[config.mk]
export PLATFORM = sky130hd
export DESIGN_NAME = bsg_fifo_word_packetizer
export DESIGN_NICKNAME = d
export VERILOG_FILES = /design/src/rtl/bsg_fifo_word_packetizer.sv
export SDC_FILE = /design/constraint.sdc
export NUM_CORES = 1
export LEC_CHECK = 0
export ABC_CLOCK_PERIOD_IN_PS = 11950
export CORE_AREA = 3 3 173 175
export DETAILED_ROUTE_END_ITERATION = 12
export DIE_AREA = 0 0 176 178
export GPL_ROUTABILITY_DRIVEN = 1
export GPL_TIMING_DRIVEN = 0
export PLACE_DENSITY = 0.69
export SLEW_MARGIN = 10
export SYNTH_ARGS = -nofsm -noshare
export SYNTH_HDL_FRONTEND = slang
export SYNTH_SLANG_ARGS = --single-unit
[constraint.sdc]
create_clock -name clk_i -period 11.95 [get_ports clk_i]
set_input_delay 2.39 -clock clk_i [delete_from_list [all_inputs] [get_ports clk_i]]
set_output_delay 2.39 -clock clk_i [all_outputs]
set_load 0.005 [all_outputs]
[src/rtl/bsg_fifo_word_packetizer.sv]
`default_nettype none
// ============================================================================
// Module   : bsg_fifo_word_packetizer
// Purpose  : Link-side word/packet converter for one adapter slot.
//            TX: gathers packet_width_p/32 host words (word 0 in the LSBs)
//                into one packet and offers it with valid/ready.
//            RX: splits an incoming packet into 32-bit words, LSB word first.
//            Also exposes word-level occupancy counters for status registers.
// Ports    : clk_i, reset_i (async, active-high)
//            word_v_i/word_data_i/word_rdy_o  TX words in
//            pkt_v_o/pkt_data_o/pkt_rdy_i     TX packet out
//            pkt_v_i/pkt_data_i/pkt_rdy_o     RX packet in
//            word_v_o/word_data_o/word_rdy_i  RX words out
//            tx_words_o, rx_words_o           occupancy counters
// Params   : packet_width_p must be a multiple of 32 and at least 64.
// Revision : 1.0 - initial release
// ============================================================================
module bsg_fifo_word_packetizer #(
  parameter int packet_width_p = 128
) (
  input  logic                              clk_i,
  input  logic                              reset_i,
  // TX words in
  input  logic                              word_v_i,
  input  logic [31:0]                       word_data_i,
  output logic                              word_rdy_o,
  // TX packet out
  output logic                              pkt_v_o,
  output logic [packet_width_p-1:0]         pkt_data_o,
  input  logic                              pkt_rdy_i,
  // RX packet in
  input  logic                              pkt_v_i,
  input  logic [packet_width_p-1:0]         pkt_data_i,
  output logic                              pkt_rdy_o,
  // RX words out
  output logic                              word_v_o,
  output logic [31:0]                       word_data_o,
  input  logic                              word_rdy_i,
  // status
  output logic [$clog2(packet_width_p/32+1)-1:0] tx_words_o,
  output logic [$clog2(packet_width_p/32+1)-1:0] rx_words_o
);

  localparam int word_width_lp  = 32;
  localparam int words_lp       = packet_width_p / word_width_lp;
  localparam int count_width_lp = $clog2(words_lp + 1);

  localparam logic [count_width_lp-1:0] c_words = count_width_lp'(words_lp);
  localparam logic [count_width_lp-1:0] c_one   = count_width_lp'(1);

  // --------------------------------------------------------------------------
  // TX assembly: r_tx_cnt is both the fill state and the next word slot.
  // --------------------------------------------------------------------------
  logic [count_width_lp-1:0] r_tx_cnt;
  logic [packet_width_p-1:0] r_tx_data;
  logic                      w_tx_full;
  logic                      w_tx_pkt_hs;
  logic                      w_tx_word_hs;
  logic [count_width_lp-1:0] w_tx_idx;

  assign w_tx_full    = (r_tx_cnt == c_words);
  assign w_tx_pkt_hs  = w_tx_full & pkt_rdy_i;
  // A departing packet frees the register in the same cycle, so a full
  // assembler still takes a word when downstream is ready (zero bubble).
  assign word_rdy_o   = ~w_tx_full | pkt_rdy_i;
  assign w_tx_word_hs = word_v_i & word_rdy_o;
  assign w_tx_idx     = w_tx_pkt_hs ? '0 : r_tx_cnt;

  always_ff @(posedge clk_i or posedge reset_i) begin
    if (reset_i) begin
      r_tx_cnt  <= '0;
      r_tx_data <= '0;
    end else begin
      if (w_tx_word_hs) begin
        for (int k = 0; k < words_lp; k++) begin
          if (w_tx_idx == count_width_lp'(k)) begin
            r_tx_data[k*word_width_lp +: word_width_lp] <= word_data_i;
          end
        end
        r_tx_cnt <= w_tx_pkt_hs ? c_one : (r_tx_cnt + c_one);
      end else if (w_tx_pkt_hs) begin
        r_tx_cnt <= '0;
      end
    end
  end

  assign pkt_v_o    = w_tx_full;
  assign pkt_data_o = r_tx_data;
  assign tx_words_o = r_tx_cnt;

  // --------------------------------------------------------------------------
  // RX split: r_rx_cnt counts words still to deliver; the word index is
  // derived from it so the lowest lane leaves first.
  // --------------------------------------------------------------------------
  logic [count_width_lp-1:0] r_rx_cnt;
  logic [packet_width_p-1:0] r_rx_data;
  logic                      w_rx_pkt_hs;
  logic                      w_rx_word_hs;
  logic [count_width_lp-1:0] w_rx_idx;
  logic [word_width_lp-1:0]  w_rx_word;

  assign word_v_o     = (r_rx_cnt != '0);
  // Accept a new packet while empty, or while the final word is leaving.
  assign pkt_rdy_o    = (r_rx_cnt == '0) | ((r_rx_cnt == c_one) & word_rdy_i);
  assign w_rx_pkt_hs  = pkt_v_i & pkt_rdy_o;
  assign w_rx_word_hs = word_v_o & word_rdy_i;
  assign w_rx_idx     = c_words - r_rx_cnt;

  always_comb begin
    w_rx_word = '0;
    for (int k = 0; k < words_lp; k++) begin
      if (w_rx_idx == count_width_lp'(k)) begin
        w_rx_word = r_rx_data[k*word_width_lp +: word_width_lp];
      end
    end
  end

  always_ff @(posedge clk_i or posedge reset_i) begin
    if (reset_i) begin
      r_rx_cnt  <= '0;
      r_rx_data <= '0;
    end else begin
      if (w_rx_pkt_hs) begin
        r_rx_data <= pkt_data_i;
        r_rx_cnt  <= c_words;
      end else if (w_rx_word_hs) begin
        r_rx_cnt  <= r_rx_cnt - c_one;
      end
    end
  end

  assign word_data_o = w_rx_word;
  assign rx_words_o  = r_rx_cnt;

`ifndef SYNTHESIS
  always_ff @(posedge clk_i) begin
    if (!reset_i) begin
      assert (r_tx_cnt <= c_words) else $error("tx_cnt exceeds words_lp");
      assert (r_rx_cnt <= c_words) else $error("rx_cnt exceeds words_lp");
    end
  end
`endif

endmodule
`default_nettype wire
Word-level counts from Yosys, hierarchy flattened
Cells that the tools add are included.
- $add $sub $neg: 3
- eq/ne operators: 8
- mux-type cells: 9
- bitwise gates (word level): 8
- reduce and logical (&&, ||, !) cells: 9
- operators with widths (kind ; number):
    32-bit two-way mux ; 4
    3-bit two-way mux ; 5
    3-bit by 2-bit == test with 1-bit output (second input constant) ; 4
    3-bit by 1-bit == test with 1-bit output (second input constant) ; 3
    3-bit zero test ; 3
    2-bit AND reduction ; 4
    1-bit bitwise AND ; 5
    3-bit by 1-bit adder with 3-bit output (second input constant) ; 1
    3-bit == test (second input constant) ; 1
    3-bit nonzero test ; 1
    3-bit by 1-bit subtractor with 3-bit output (second input constant) ; 1
    3-bit subtractor (first input constant) ; 1
    1-bit bitwise OR ; 2
    2-bit nonzero test ; 1
    1-bit NOT ; 1
- bits in registers: 262
- input port bits: 166
- output and inout bits: 170

Logic depth before layout (Yosys ltp)
Gate-level depths: netlist of run 1.
- depth in word-level cells: 6
- mapped depth: 8

Worst setup path before layout of run 1
OpenSTA, ideal clock, no wires.
- path kind: input to output
- start: in pkt_rdy_i
- end: out word_rdy_o
- arrival: 2.565 ns
- data required time: 9.560 ns
- setup slack: 6.995 ns
- cell stages on the path: 1
- path through: nand3b_1
- cells in the longest elaborated chain, start to end: 1
- RTL lines (what ; line ; RTL):
    start, declared ; 30 ; input logic pkt_rdy_i,
    1-bit bitwise OR ; 65 ; assign word_rdy_o = ~w_tx_full | pkt_rdy_i;
    end, declared ; 26 ; output logic word_rdy_o,
No other way between the ends.

Worst setup path after layout of run 1
- start: reg r_rx_cnt[0] (netlist: rx_words_o[0])
- end: out word_data_o[22]
- cells in the longest elaborated chain, start to end: 6
- RTL lines (what ; line ; RTL):
    start, declared ; 95 ; logic [count_width_lp-1:0] r_rx_cnt;
    start signal, assigned ; 125 ; r_rx_cnt <= c_words;
    start signal, assigned ; 127 ; r_rx_cnt <= r_rx_cnt - c_one;
    3-bit subtractor * ; 107 ; assign w_rx_idx = c_words - r_rx_cnt;
    3-bit zero test ; 112 ; if (w_rx_idx == count_width_lp'(k)) begin
    32-bit two-way mux (3 in series) ; 112 ;
    32-bit two-way mux * ; 112 ;
    end, declared ; 37 ; output logic [31:0] word_data_o,
Every way passes the cells marked *; elsewhere a longest branch is shown, timed or not.

==> flow_summary.yaml, run 1 <==
synthesis:
  ys_warn_count: 0
  avgSynthCellArea_um2: 14.0
  synth.distinct_cells: 41
  synth.most_common_cell: "dfrtp_1"
  synth_edf_count: 0
  ys_top_cells_by_count: "dfrtp_1, mux2_2, nand2_1"
  ys_top_cells_by_area: "dfrtp_1, mux2_2, mux2_4"
  postSynthCellCount: 815
  synth_top_cell_area_share_pct: 57.5
  synth-seq-cells: 262
  syn-cell-area_um2: 11400
  synth_nets: 990
  ys.flop_type: "dfrtp_1"
  synth_top_cell_by_area: "dfrtp_1"
  synthArstFlopShare_pct: 100
  ys_seq_area_share_pct: 57.5
critical_path:
  crit_required_ns: 9.56
  cpMostUsedCell: "ha_1"
  worstSetupEndpointType: "primary output"
  crit_slowest_cell: "nor3b_2"
  cp.arrival_ns: 3.73
  setup.worst_path.start_class: "flop"
  max_stage_delay_ns: 0.81
  path_class: "reg2out"
  path_cells: "inv_1 -> ha_1 -> ha_1 -> nor3b_2 -> buf_2 -> a22oi_1 -> a21oi_1 -> clkdlybuf4s50_1"
  worst-path-max-fanout: 10
finish:
  diodes: 0
  drive_gt1_share_pct: 27.9
  layout.cells.non_filler: 1585
  final_util_pct: 56.5
  multiInputGateArea_um2: 4460
  syn_to_final_growth_pct: 41.9
  ff_latch_area_um2: 6560
  finalNetCount: 1358
  n_fill_cell: 2370
timing:
  maxSlewViolCount: 0
  setup_slack_ns: 5.83
  fmaxAchievable_mhz: 163
  setup_viol: 0
  grt_setup_unrepaired: "no"
  hold_viol: 0
  slew_headroom_pct: 33.1
  tightest_slew_ns: 0.999
  finalCritPeriodShare_pct: 51.2
  fin_skew_ns: 0.00773
  hold_ws_ns: 0.493
  period_needed_ns: 6.12
global_routing:
  grt_max_degree: 99
  grt_overflow: 0
  grt.busiest_layer: "met2"
  grt_pass1_vias: 8584
  antenna_found_initial: 1
  grtUsageMet2_pct: 35.5
  grt_usage_pct: 20.9
  met1_usage_pct: 25.6
  grt_pass1_wl_um: 51000
  gr-usage-met3_pct: 8.19
run_status:
  run_status: "completed"
pwr:
  power.leakage_nw: 6.69
  finalPower_mw: 4.87
  p_per_area_nw_per_um2: 301
  vdd_drop_max_v: 0.000158
hold_path:
  hold_path_class: "reg2reg"
place:
  io_buffer_count: 335
  gp_congestion: 0.785
  placed_cells: 1536
  pre_cts_ws_ns: 5.94
  dpl.hpwl_um: 23900
cts:
  cts_buffers: 29
  cts_max_level: 1
  cts_resized: 0
  insertion_delay_ns: 0.53
  hold_buffers: 0
  cts_setup_buffers: 0
  clock_sinks: 262
  cts_root_buf: "clkbuf_16"
  cts_buffer_depth: 3
  tritoncts: "done"
  clk_pin_slew_ns: 0.06
drt:
  num_vias: 8074
  firstDrtPassIters: 5
  vias_per_cell: 5.09
  wl_um: 33400
  antenna_left: 0
  drt_iter0_drc: 568
  post-route-drc-count: 0
  detail_route.wl_per_cell_um: 21.1
die:
  coreArea_um2: 28600
  die_area_um2: 31300
  start_util_pct: 39.8
  row_count: 62
  die_w_um: 176
  ioPinCount: 336
  die_h_um: 178
flow_run:
  cap_viol_max_count: 0
-- path summary, 6_finish.rpt --
check	start	end	slack, ns	cells after the start
setup / recovery	rx_words_o[0]	word_data_o[22]	5.83	8
hold / removal	pkt_data_o[89]	pkt_data_o[89]	0.49	1
setup reg to reg	rx_words_o[0]	r_rx_data[73]	9.61	8
hold reg to reg	pkt_data_o[89]	pkt_data_o[89]	0.49	1
max in group asynchronous	reset_i	r_rx_data[89]	8.73	3
min in group asynchronous	reset_i	r_rx_data[110]	2.32	2
-- routing by layer --
metal	vias to the layer above	routed length, µm
met4	2	523
met5	-	12
met3	41	3380
met1	4062	13400
li1	3665	-
met2	304	16100
-- state kept, by name, summed over array words and instances (netlist names) --
name	cells
pkt_data_o	128
r_rx_data	128
rx_words_o	3
tx_words_o	3
-- cell usage in the layout, fill, tap and decap left out, drive strengths merged, types with 2 or more instances in the layout --
cell type      instances
nor2                  32
nor3b                  3
a211oi                 3
o21ai                  6
buf                   41
inv                   11
clkinv                 3
a21oi                 30
nor4b                  5
mux2                 256
o211ai                 2
o32ai                  3
clkbuf                57
nand2b                 4
nand3b                 2
a32oi                  3
ha                     9
a22o                  29
dfrtp                262
a22oi                 28
clkdlybuf4s50        335
nand2                 65
-- kinds of logic (layout without fill, tap and decap cells) --
kind of cell             count (synthesis)  after routing  share of synthesized area (%)
multiplexers                           257            257                           26.4
AND/OR/NAND/NOR                        116            116                           4.90
buffers and inverters                   62            448                           3.34
AO/OA/AOI/OAI                          109            109                           6.89
adder cells (fa/ha/maj)                  9              9                          0.988
flip-flops                             262            262                           57.5
-- report_power, final --
part	internal (mW)	total (mW)	switching [mW]
sequential	1.35	1.62	0.267
combinational	1.47	2.42	0.953
clock	0.486	0.832	0.346
total	3.30	4.87	1.57
-- layout make-up --
type / count / area share [%]
clock buffers: 45 / 5.29
repair buffers: 337 / 21.1
multi-input cells: 491 / 27.6
well taps: 384 / 2.97
clock inverters: 4 / 0.139
flip-flops and latches: 262 / 40.5
plain buffers: 51 / 2.10
inverters: 11 / 0.302
-- critical path, delay by kind of cell, from the launching register on --
family	cells	cell delay [ns]
buf+inv	3	1.08
simple gates	1	0.81
fa+ha+maj	2	0.57
compound gates	2	0.29
flops	1	0.44
-- through the flow --
step	area (µm²)	TNS, ns
floorplan	11400	0
global placement	15200	-350.25
detailed placement	15300	0
CTS	16200	0
global route	16200	0
finish	16200	0
Power figures use the tool's default switching activity.
==> inputs of run 2 (changes only) <==
--- a/config.mk
+++ b/config.mk
@@ -5,7 +5,7 @@
 export SDC_FILE = /design/constraint.sdc
 export NUM_CORES = 1
 export LEC_CHECK = 0
-export ABC_CLOCK_PERIOD_IN_PS = 11950
+export ABC_CLOCK_PERIOD_IN_PS = 6200
 export CORE_AREA = 3 3 173 175
 export DETAILED_ROUTE_END_ITERATION = 12
 export DIE_AREA = 0 0 176 178
==> constraint.sdc (replaced) <==
create_clock -name clk_i -period 6.2 [get_ports clk_i]
set_input_delay 1.24 -clock clk_i [delete_from_list [all_inputs] [get_ports clk_i]]
set_output_delay 1.24 -clock clk_i [all_outputs]
set_load 0.005 [all_outputs]
==> run 2 against run 1 <==
  * Sequential cell count did not move
  * Global-route usage is essentially flat
  * Highest routed layer unchanged
  * Clock skew rose by 0.0032 ns
  * Clock power increased by 120%
  * Largest power group unchanged
  * Critical path depth grew 1
  * Critical path type unchanged
  * Combinational power rose by 93%
==> flow_summary.yaml, run 2 (same netlist as run 1, synthesis figures left out) <==
run_status:
  run_status: "completed"
drt:
  met2_length_um: 16000
  dr_wl_met3_um: 3450
  vias_per_cell: 5.06
  top_layer: "met5"
  wl_met1_um: 13100
  firstDrtPassIters: 4
  drt_iter0_drc: 309
  num_vias: 8068
  wl_um: 33200
  antenna_left: 0
  post-route-drc-count: 0
  detail_route.wl_per_cell_um: 20.8
timing:
  slew_headroom_pct: 39.6
  maxSlewViolCount: 0
  fmaxAchievable_mhz: 199
  grt_setup_unrepaired: "no"
  setup_viol: 0
  period_needed_ns: 5.01
  finalCritPeriodShare_pct: 80.9
  tightest_slew_ns: 0.902
  hold_viol: 0
  fin_skew_ns: 0.0109
critical_path:
  rr_worst_depth: 8
  worst-path-max-fanout: 10
  cp.depth: 9
  cp.arrival_ns: 3.77
  regToRegStartpoint: "rx_words_o[0]"
  r2r-end: "r_rx_data[72]"
  crit_slowest_cell: "nor3b_2"
  path_cells: "inv_1 -> ha_1 -> ha_1 -> buf_2 -> nor3b_2 -> buf_2 -> a22oi_1 -> a21oi_1 -> clkdlybuf4s50_1"
  setup.worst_path.end: "word_data_o[22]"
  crit_buf_inv: 4
  max_stage_delay_ns: 0.77
  crit_family: "buffers and inverters"
  critPathLaunch: "rx_words_o[0]"
  rrSetupSlack_ns: 3.83
  path_class: "reg2out"
  setup.worst_path.start_class: "flop"
  worstSetupEndpointType: "primary output"
  crit_required_ns: 4.96
cts:
  clock_sinks: 262
  cts_buffer_depth: 3
  hold_buffers: 0
  cts_setup_buffers: 0
  cts_root_buf: "clkbuf_16"
  clk_pin_slew_ns: 0.06
  cts_max_level: 1
  tritoncts: "done"
  cts_resized: 0
  insertion_delay_ns: 0.55
  cts_buffers: 29
global_routing:
  grt_max_degree: 38
  antenna_found_initial: 3
  grt_usage_pct: 20.9
  grt_overflow: 0
  grt_pass1_wl_um: 51000
  grt_pass1_vias: 8652
hold_path:
  hold_path_startpoint: "pkt_data_o[32]"
  hold_path_class: "reg2reg"
  hold_path_depth: 1
die:
  die_w_um: 176
  ioPinCount: 336
  row_count: 62
  die_area_um2: 31300
  start_util_pct: 39.8
  coreArea_um2: 28600
  die_h_um: 178
finish:
  layout.cells.non_filler: 1595
  final_common_cell: "clkdlybuf4s50_1"
  finalNetCount: 1363
  syn_to_final_growth_pct: 43.9
  final_util_pct: 57.3
  final_cell_mix: "clkdlybuf4s50_1, dfrtp_1, mux2_2"
  drive_gt1_share_pct: 29.0
pwr:
  p_per_area_nw_per_um2: 586
  power.leakage_nw: 6.82
  vdd_drop_max_v: 0.000322
place:
  placed_cells: 1541
  io_buffer_count: 335
  gp_congestion: 0.782
  dpl.hpwl_um: 24200
flow_run:
  cap_viol_max_count: 0
## run 2: routing by layer
metal	up-vias	GRT usage (%)
li1	3669	-
met1	4030	25.3
met2	312	35.6
met3	53	8.30
met4	4	3.93
met5	-	0
## run 2: area by class of cell
class / count / area, µm²
Antenna cell: 1 / 2.50
Buffer: 51 / 339
Clock buffer: 37 / 816
Clock inverter: 16 / 209
Fill cell: 2383 / 12200
Inverter: 11 / 45.0
Multi-Input combinational cell: 491 / 4460
Sequential cell: 262 / 6560
Tap cell: 384 / 480
Timing Repair Buffer: 342 / 3490
## run 2: worst min-delay path by stage
stage,end
floorplan,r_rx_data[79]
global placement,pkt_data_o[55]
CTS,pkt_data_o[32]
global route,pkt_data_o[32]
detailed placement,pkt_data_o[55]
finish,pkt_data_o[32]
## run 2: power by group
part	internal [mW]	leakage (nW)	switching [mW]
Combinational	2.83	3.19	1.83
Sequential	2.60	3.11	0.507
Clock	1.13	0.517	0.709
## run 2: worst register-to-register path, stage by stage (launching register included)
cell,delay (ns)
dfrtp_1,0.43
inv_1,0.11
ha_1,0.20
ha_1,0.24
inv_1,0.09
a21boi_1,0.23
buf_2,0.28
buf_2,0.29
mux2_2,0.37
## run 2: metrics by stage
step | setup WS (ns) | TNS (ns) | total power, mW | hold slack [ns] | cell area, µm²
after detailed placement | 1.72 | 0 | 7.82 | 0.482 | 15400
final | 1.19 | 0 | 9.61 | 0.492 | 16400
after global placement | -0.623 | -156.22 | 7.74 | 0.468 | 15200
after floorplan | 1.50 | 0 | 5.38 | 0.471 | 11400
after global routing | 0.941 | 0 | 10.2 | 0.498 | 16400
after CTS | 1.15 | 0 | 9.72 | 0.493 | 16400
